===== src/rtl/vga_rect_writer.sv =====
// Rectangle fill engine: accepts one rectangle command, clips it to the visible
// screen and streams one RGB pixel write per covered pixel in raster order.
module vga_rect_writer #(
    parameter int HRES       = 800,
    parameter int VRES       = 600,
    parameter int X_W        = 11,
    parameter int Y_W        = 10,
    parameter bit GATE_VBLNK = 1'b0
) (
    input  logic           clk,
    input  logic           rst,
    input  logic           cmd_valid,
    output logic           cmd_ready,
    input  logic [X_W-1:0] cmd_x,
    input  logic [Y_W-1:0] cmd_y,
    input  logic [X_W-1:0] cmd_w,
    input  logic [Y_W-1:0] cmd_h,
    input  logic [11:0]    cmd_rgb,
    output logic           wr_en,
    output logic [X_W-1:0] wr_x,
    output logic [Y_W-1:0] wr_y,
    output logic [11:0]    wr_rgb,
    input  logic           wr_ready,
    input  logic           vblnk,
    output logic           busy,
    output logic           done
);

    localparam logic [X_W:0] HRES_L = (X_W+1)'(HRES);
    localparam logic [Y_W:0] VRES_L = (Y_W+1)'(VRES);

    typedef enum logic [1:0] {IDLE, CLIP, FILL, DONE} state_t;

    state_t         state;
    logic [X_W-1:0] rect_x;
    logic [Y_W-1:0] rect_y;
    logic [X_W-1:0] rect_w;
    logic [Y_W-1:0] rect_h;
    logic [11:0]    rect_rgb;
    logic [X_W:0]   x_end;
    logic [Y_W:0]   y_end;
    logic [X_W-1:0] cur_x;
    logic [Y_W-1:0] cur_y;

    logic           gate_ok;
    logic           fire;
    logic [X_W:0]   x_sum;
    logic [Y_W:0]   y_sum;
    logic [X_W:0]   x_clip;
    logic [Y_W:0]   y_clip;
    logic           empty;
    logic [X_W:0]   x_nxt;
    logic [Y_W:0]   y_nxt;
    logic           row_end;
    logic           last_px;

    assign gate_ok   = !GATE_VBLNK || vblnk;
    assign cmd_ready = (state == IDLE);
    assign busy      = !rst && (state != IDLE);
    assign wr_en     = !rst && (state == FILL) && gate_ok;
    assign fire      = wr_en && wr_ready;

    assign wr_x   = cur_x;
    assign wr_y   = cur_y;
    assign wr_rgb = rect_rgb;

    // One extra bit on the sums keeps x+w / y+h from wrapping before the clip.
    assign x_sum  = {1'b0, rect_x} + {1'b0, rect_w};
    assign y_sum  = {1'b0, rect_y} + {1'b0, rect_h};
    assign x_clip = (x_sum > HRES_L) ? HRES_L : x_sum;
    assign y_clip = (y_sum > VRES_L) ? VRES_L : y_sum;
    assign empty  = (rect_w == '0) || (rect_h == '0) ||
                    ({1'b0, rect_x} >= HRES_L) || ({1'b0, rect_y} >= VRES_L);

    assign x_nxt   = {1'b0, cur_x} + 1'b1;
    assign y_nxt   = {1'b0, cur_y} + 1'b1;
    assign row_end = (x_nxt >= x_end);
    assign last_px = row_end && (y_nxt >= y_end);

    always_ff @(posedge clk) begin
        if (rst) begin
            state    <= IDLE;
            cur_x    <= '0;
            cur_y    <= '0;
            rect_rgb <= '0;
            done     <= 1'b0;
        end else begin
            done <= 1'b0;
            case (state)
                IDLE: begin
                    if (cmd_valid) begin
                        rect_x   <= cmd_x;
                        rect_y   <= cmd_y;
                        rect_w   <= cmd_w;
                        rect_h   <= cmd_h;
                        rect_rgb <= cmd_rgb;
                        state    <= CLIP;
                    end
                end
                CLIP: begin
                    x_end <= x_clip;
                    y_end <= y_clip;
                    if (empty) begin
                        state <= DONE;
                        done  <= 1'b1;
                    end else begin
                        cur_x <= rect_x;
                        cur_y <= rect_y;
                        state <= FILL;
                    end
                end
                FILL: begin
                    // Position only advances on an accepted write, so a stall holds it.
                    if (fire) begin
                        if (last_px) begin
                            state <= DONE;
                            done  <= 1'b1;
                        end else if (row_end) begin
                            cur_x <= rect_x;
                            cur_y <= y_nxt[Y_W-1:0];
                        end else begin
                            cur_x <= x_nxt[X_W-1:0];
                        end
                    end
                end
                default: state <= IDLE;
            endcase
        end
    end

endmodule

===== config.mk =====
export PLATFORM = sky130hd
export DESIGN_NAME = vga_rect_writer
export DESIGN_NICKNAME = d
export VERILOG_FILES = /design/src/rtl/vga_rect_writer.sv
export SDC_FILE = /design/constraint.sdc
export NUM_CORES = 1
export LEC_CHECK = 0
export CAP_MARGIN = 0
export CORE_ASPECT_RATIO = 0.9
export CORE_UTILIZATION = 54
export DETAILED_ROUTE_END_ITERATION = 12
export GPL_TIMING_DRIVEN = 0
export PLACE_DENSITY = 0.86
export SYNTH_ARGS = -nofsm -noshare
export SYNTH_HDL_FRONTEND = slang
export SYNTH_SLANG_ARGS = --single-unit

===== constraint.sdc =====
create_clock -name clk -period 4.2 [get_ports clk]
set_input_delay 0.84 -clock clk [delete_from_list [all_inputs] [get_ports clk]]
set_output_delay 0.84 -clock clk [all_outputs]
set_load 0.02 [all_outputs]

==> results.md, run 1 <==
* I/O pin cnt at 96
* Diode count at 0
* Buffer depth of the longest clock path at 2
* Synth top area share at 32.95%
* Initial Utilization at 56.60%
* Total GRT Usage at 25.56%
* Post-CTS Hold Fix Bufs at 0
* DRT antenna net count at 0
* Setup violators final at 0
* Post-synth ARST share at 0%
* First DRT Iteration DRCs at 234
* Die Height at 101.4 um
* Leak Pwr at 2.886 nW
* Core area at 0.01047 mm^2
* Highest clock rate at 0.2493 GHz
* Hold path depth at 2
* Worst Skew at 0.01436 ns
* WP data arrival at 3.17 ns
* Reg2reg start: wr_x[0]
* Crit Path Class: in -> out
* DR vias/cell at 5.960
* CTS Root Cell: clkbuf_16
* Most numerous cell in the Yosys netlist: edfxtp_1
* First-pass GRT wire length at 22.60 mm
* Average footprint of a synthesized cell at 10.27 um^2
* Die area at 0.01140 mm^2
* Worst-Margin Slew at 0.6304 ns
* Status: completed
* Minimum clock period at 4.011 ns
* #FFs+latches synth at 101
* Post-Synthesis Cells at 577
* Max FO, Critical Path at 10
* Number of CTS-inserted buffers at 9
* Final #Nets at 797
* Area growth syn-to-layout at 24.39%
* Post-Synth Adder-Cell Area at 11.24%
* Synth area leaders: edfxtp_1 33%, dfxtp_1 12%, ha_1 11%
* Compound-gate portion of the synthesized area at 15.40%
* Pwr Density at 580.6 mW/mm^2
* Routed metal-1 wire length at 5.871 mm
* Fin crit share at 95.51%
* Final wirelength at 14.15 mm
* # H-tree levels at 3
* Uppermost layer routed: met4
* Placed Cells at 804
* WP data required at 3.36 ns
* RSZ-0062 raised after global routing: no
* Min-Delay Endpoint: wr_rgb[10]
* First-pass detailed-route iteration total at 6
* Critical-path top delay cell: clkdlybuf4s50_1
* Metal3 WL at 1.057 mm
* Post-layout util at 70.41%
* Maxcap violations at 0
* Number of port buffers at 94
* Register area share after synthesis at 45.11%
* Hold_sp: wr_rgb[10]
* Routed length per instance at 17.26 um
* Maximum vdd drop at 252.0 uV
* Met2 WL at 6.867 mm
* Post-CTS sizing at 0
* Vias at 4887
* Reg clk slew, reported paths at 0.08 ns
* Number of remaining DRC errors at 0
* Clock Latency Late Sink at 0.35 ns
* FP Rows at 35
* Die extent in x at 112.4 um
* Reg2reg path depth at 14
* Post-Synth XOR/XNOR Area at 4.435%
* Maximum number of pins on one net before global-route repair at 36
* Worst reg2reg endpoint: wr_y[2]
* Proportion of synthesized area in mux cells at 4.963%
* Critical path capture point type: output pin
* Final Max Slew Viols at 0
* Fillcell total at 738
* Post-CTS setup buffer count at 0
* Gr ovfl total at 0
* Clk sinks at 101
* Initial antenna violation count at 0
* Post-DP HPWL at 10.97 mm
* Finished Layout Cells at 820
* Crit path cell chain: clkdlybuf4s50_1 -> clkbuf_1 -> clkbuf_1 -> clkbuf_2 -> nor2_1 -> clkdlybuf4s50_1
* Top cells by count, synth: 65 x edfxtp_1, 55 x nand2_1, 50 x ha_1, 44 x inv_1
* Number of global-route vias before repair at 4762
* CTS tree: yes
* Yosys cell types at 65
* Simple-gate share of the synthesized area at 14.74%
* CP startpoint kind: primary input
* Routability cong. at 0.8674
* Top cell type by total area after synthesis: edfxtp_1
* Top FF cell, synth: edfxtp_1
* R2R Setup Slk at 0.48 ns
* Largest family of logic cells by synthesized area: compound AO/OA/AOI/OAI gates
* Synthesized cell area at 0.005924 mm^2
* Layout cell share with drive strength beyond 1 at 7.236%
* EDFF count, synth at 65
* Critical Path Max Stage Delay at 0.54 ns
* Yosys Warn Count at 0
* Count of final hold-check violations at 0
* Worst hold path type: reg -> reg
* Rel. slew slack at 57.97%
-- where the power goes --
group          leakage, nW  switching [mW]  internal [mW]
Clock                0.140           0.407          0.420
Combinational         1.85            1.10          0.846
Sequential           0.892           0.203           1.30
-- state kept, by name (all words and copies together), names as in the netlist --
name    flops
wr_rgb     12
x_end      12
y_end      11
rect_w     11
state       2
rect_y     10
wr_y       10
wr_x       11
rect_h     10
rect_x     11
done        1
-- layer usage --
metal,global-route usage (%),vias up
li1,-,2354
met1,29.30,2266
met2,46.82,228
met3,5.446,39
met4,10.77,0
met5,0,-
-- stage by stage --
step / setup TNS, ns / hold slack (ns) / setup WS (ns) / total power [mW] / area [um^2]
after floorplan: 0 / 0.4712 / 0.5178 / 2.778 / 5932
after global placement: -30.97 / 0.4435 / -0.7386 / 3.304 / 7034
after detailed placement: 0 / 0.4497 / 0.03498 / 3.424 / 7076
after CTS: 0 / 0.4594 / 0.02538 / 4.251 / 7368
after global routing: 0 / 0.4693 / 0.05818 / 4.517 / 7370
final: 0 / 0.4592 / 0.1888 / 4.278 / 7370
-- kinds of logic (layout without fill, tap and decap cells) --
| kind of cell | count (synthesis) | in the layout |
|---|---|---|
| buf+inv | 62 | 174 |
| simple gates | 176 | 176 |
| xor+xnor | 30 | 30 |
| fa+ha+maj | 52 | 52 |
| mux | 28 | 28 |
| compound gates | 127 | 127 |
| other cells | 1 | 3 |
| flops | 101 | 101 |
-- worst max-delay path by stage --
stage / endpoint / slack [ns] / from / cells past startpoint
2_1_floorplan: rect_h[0] / 0.52 / rst / 4
3_3_place_gp: rect_h[5] / -0.74 / rst / 5
3_5_place_dp: busy / 0.03 / rst / 6
4_1_cts: busy / 0.03 / rst / 6
5_1_grt: busy / 0.06 / rst / 6
6_report: busy / 0.19 / rst / 6
-- final cells by class --
| type | count | area (um^2) | area share, % |
|---|---|---|---|
| clock inverters | 6 | 63.81 | 0.8659 |
| multi-input cells | 416 | 3029 | 41.10 |
| flip-flops and latches | 101 | 2673 | 36.26 |
| inverters | 44 | 165.2 | 2.241 |
| clock buffers | 10 | 229.0 | 3.107 |
| plain buffers | 18 | 76.32 | 1.036 |
| repair buffers | 96 | 972.2 | 13.19 |
| well taps | 129 | 161.4 | 2.190 |
-- cells in the final DEF (no fill, tap or decap), drive strengths merged, types with 3 or more instances in the layout --
cell           synthesis  routed
nand2                 55      55
a21o                   4       4
o21bai                 3       3
o31ai                  3       3
nor3                  10      10
clkdlybuf4s50          0      94
a31oi                  4       4
nor2                  36      36
a21oi                 36      36
dfxtp                 36      36
o21ai                 16      16
a21boi                 3       3
ha                    50      50
inv                   44      47
nand2b                 7       7
nand4                  7       7
a211o                  4       4
nor4                   4       4
and2                   5       5
or2                    3       3
xor2                  12      12
clkbuf                14      24
mux2i                 17      17
buf                    4       6
nand3b                 4       4
xnor2                 18      18
o41ai                  8       8
mux2                  11      11
a221oi                 4       4
and3                  14      14
o211ai                15      15
or4                    4       4
o21a                   4       4
nor2b                  5       5
a311oi                 5       5
conb                   1       3
nand3                 18      18
a211oi                 4       4
edfxtp                65      65
-- critical path: cells and delay by family --
family        cells  cell delay (ns)
buf+inv           5             2.24
simple gates      1             0.09
Note: power is estimated with default switching activity, not from simulation.
==> run 2, diff against run 1 <==
Settings changed: CORE_UTILIZATION 54 to 45, GPL_ROUTABILITY_DRIVEN from default to 0, PLACE_DENSITY 0.86 to 0.74, SLEW_MARGIN from default to 20.
==> run 2 against run 1 <==
First-iteration DRC count up 48%. Die area up 20%. Critical path depth unchanged. Critical endpoint unchanged. Largest power group unchanged.
==> results.md, run 2 (same netlist as run 1, synthesis figures left out) <==
* Initial antenna violation count at 0 (unchanged)
* Total GRT Usage at 21.42% (-4.1 points)
* P_int at 2.685 mW (+4.5%)
* Crit Path Class: in -> out
* Post-CTS Hold Fix Bufs at 0 (unchanged)
* Total negative slack at 0 ns (unchanged)
* Count of final hold-check violations at 0 (unchanged)
* Fillcell total at 1056 (+43%)
* Critical Path Max Stage Delay at 0.57 ns (+0.03 ns)
* Final #Nets at 797 (unchanged)
* Setup slack after layout at 0.1983 ns (+0.009466 ns)
* Worst Skew at 0.004502 ns (-0.009858 ns)
* Clock Latency Late Sink at 0.36 ns (about the same)
* Post-Place Setup Slack at 0.003379 ns (-0.03160 ns)
* Vias at 4775 (-2.3%)
* First DRT Iteration DRCs at 347 (+48%)
* Worst-Margin Slew at 0.6363 ns (+0.005841 ns)
* Post-DP HPWL at 10.58 mm (-3.5%)
* Worst hold path type: reg -> reg
* Final wirelength at 13.59 mm (-4.0%)
* First-pass detailed-route iteration total at 5 (-1)
* CP startpoint kind: primary input
* Maxcap violations at 0 (unchanged)
* Sw Share at 38.44% (-1.5 points)
* Number of global-route vias before repair at 4775 (+0.27%)
* First-pass GRT wire length at 22.63 mm (about the same)
* Number of port buffers at 94 (unchanged)
* Hold_sp: wr_rgb[3]
* Layout cell share with drive strength beyond 1 at 7.381% (+0.14 points)
* Number of CTS-inserted buffers at 9 (unchanged)
* Crit path cell chain: clkdlybuf4s50_1 -> clkbuf_1 -> clkbuf_2 -> clkbuf_1 -> nor2_1 -> clkdlybuf4s50_1
* WP data arrival at 3.16 ns (about the same)
* Max FO, Critical Path at 10 (unchanged)
* Maximum number of pins on one net before global-route repair at 34 (-5.6%)
* Register area at 0.002673 mm^2 (unchanged)
* # H-tree levels at 3 (unchanged)
* Commonest non-fill, non-tap cell in the layout: clkdlybuf4s50_1
* Final Max Slew Viols at 0 (unchanged)
* Cell family with most CP delay: buffers and inverters
* Leak Pwr at 2.913 nW (+0.92%)
* Rel. slew slack at 57.58% (-0.39 points)
* Area growth syn-to-layout at 25.87%
* Most frequent cells in the layout: 94 x clkdlybuf4s50_1, 65 x edfxtp_1, 55 x nand2_1
* Fin crit share at 95.28% (-0.23 points)
* WP data required at 3.36 ns (about the same)
* Buffer depth of the longest clock path at 2 (unchanged)
* Minimum clock period at 4.002 ns (-0.009466 ns)
* Setup violators final at 0 (unchanged)
* RSZ-0062 raised after global routing: no
* Die Height at 110.9 um (+9.4%)
* DR vias/cell at 5.585 (-6.3%)
* Reg2reg start: wr_x[0]
* Critical-path top delay cell: clkdlybuf4s50_1
* Footprint of the multi-input gates at 0.003029 mm^2 (unchanged)
* Gr ovfl total at 0 (unchanged)
* Diode count at 0 (unchanged)
* Maximum vdd drop at 383.5 uV (+52%)
* Clk sinks at 101 (unchanged)
* Finished Layout Cells at 855 (+4.3%)
* Switching power at 1.677 mW (-1.8%)
* Reg clk slew, reported paths at 0.07 ns (about the same)
* Pwr Density at 584.9 mW/mm^2 (+0.75%)
* Routed length per instance at 15.89 um (-7.9%)
* I/O pin cnt at 96 (unchanged)
* Die extent in x at 122.9 um (+9.4%)
* Clk pwr share at 21.6% (+2.3 points)
* Register share of total power at 34.5% (-0.7 points)
* Placed Cells at 839 (+4.4%)
* Core area at 0.01278 mm^2 (+22%)
* CTS tree: yes
* Highest clock rate at 0.2499 GHz (+0.24%)
* CTS Root Cell: clkbuf_16
* DRT antenna net count at 0 (unchanged)
* Number of remaining DRC errors at 0 (unchanged)
* Initial Utilization at 46.34% (-10 points)
* Comb power frac at 43.9% (-1.5 points)
* Critical path buffers and inverters at 5 (unchanged)
* Critical path capture point type: output pin
* Die area at 0.01363 mm^2 (+20%)
* FP Rows at 39 (+11%)
* Status: completed
* Crit path launch: rst
==> run 2: path summary, 6_finish.rpt <==
check,slack [ns],cells after the start,end
max reg2reg,0.47,14,wr_x[9]
max,0.20,6,busy
min reg2reg,0.46,2,wr_rgb[3]
min,0.46,2,wr_rgb[3]
==> run 2: layout make-up <==
cell class / count / share of cell area, %
plain buffers: 18 / 1.023
clock buffers: 9 / 3.020
clock inverters: 7 / 1.493
inverters: 44 / 2.215
multi-input cells: 416 / 40.62
flip-flops and latches: 101 / 35.84
well taps: 164 / 2.752
repair buffers: 96 / 13.04
==> run 2: what timing repair did <==
| item | in CTS | in global routing |
|---|---|---|
| resized for setup | 1 | 0 |
| endpoints found under the setup margin | 1 | 0 |
| setup buffers | 0 | 0 |
==> run 2: through the flow <==
step                power, mW  hold slack, ns  util [%]  instance area, um^2
floorplan               2.778          0.4712         -                 5932
global placement        3.328          0.4428     55.36                 7078
detailed placement      3.419          0.4511     55.69                 7119
CTS                     4.371          0.4613     58.33                 7457
global route            4.657          0.4839     58.33                 7457
finish                  4.362          0.4617     58.33                 7457
==> run 2: power by group through the flow <==
stage	combinational, mW	sequential (mW)	clock, mW
floorplan	1.19	1.59	0
global placement	1.80	1.53	0
detailed placement	1.89	1.52	0
CTS	1.91	1.50	0.959
global route	2.13	1.53	0.996
finish	1.92	1.51	0.940
==> run 2: worst register-to-register path, delay by kind of cell, from the launching register on <==
family | cells | cell delay [ns]
compound gates | 1 | 0.15
xor+xnor | 1 | 0.25
fa+ha+maj | 2 | 0.43
buf+inv | 1 | 0.48
flops | 1 | 0.46
mux | 2 | 0.56
simple gates | 7 | 1.27
==> run 2: per-layer routing <==
metal | global-route usage, % | wire length (um) | part of all wire (%) | vias up
met4 | 7.480 | 286 | 2.1 | 0
met1 | 27.44 | 6008 | 44 | 2222
li1 | - | - | - | 2350
met5 | 0 | 0 | 0 | -
met3 | 5.350 | 1015 | 7.5 | 27
met2 | 34.79 | 6279 | 46 | 176
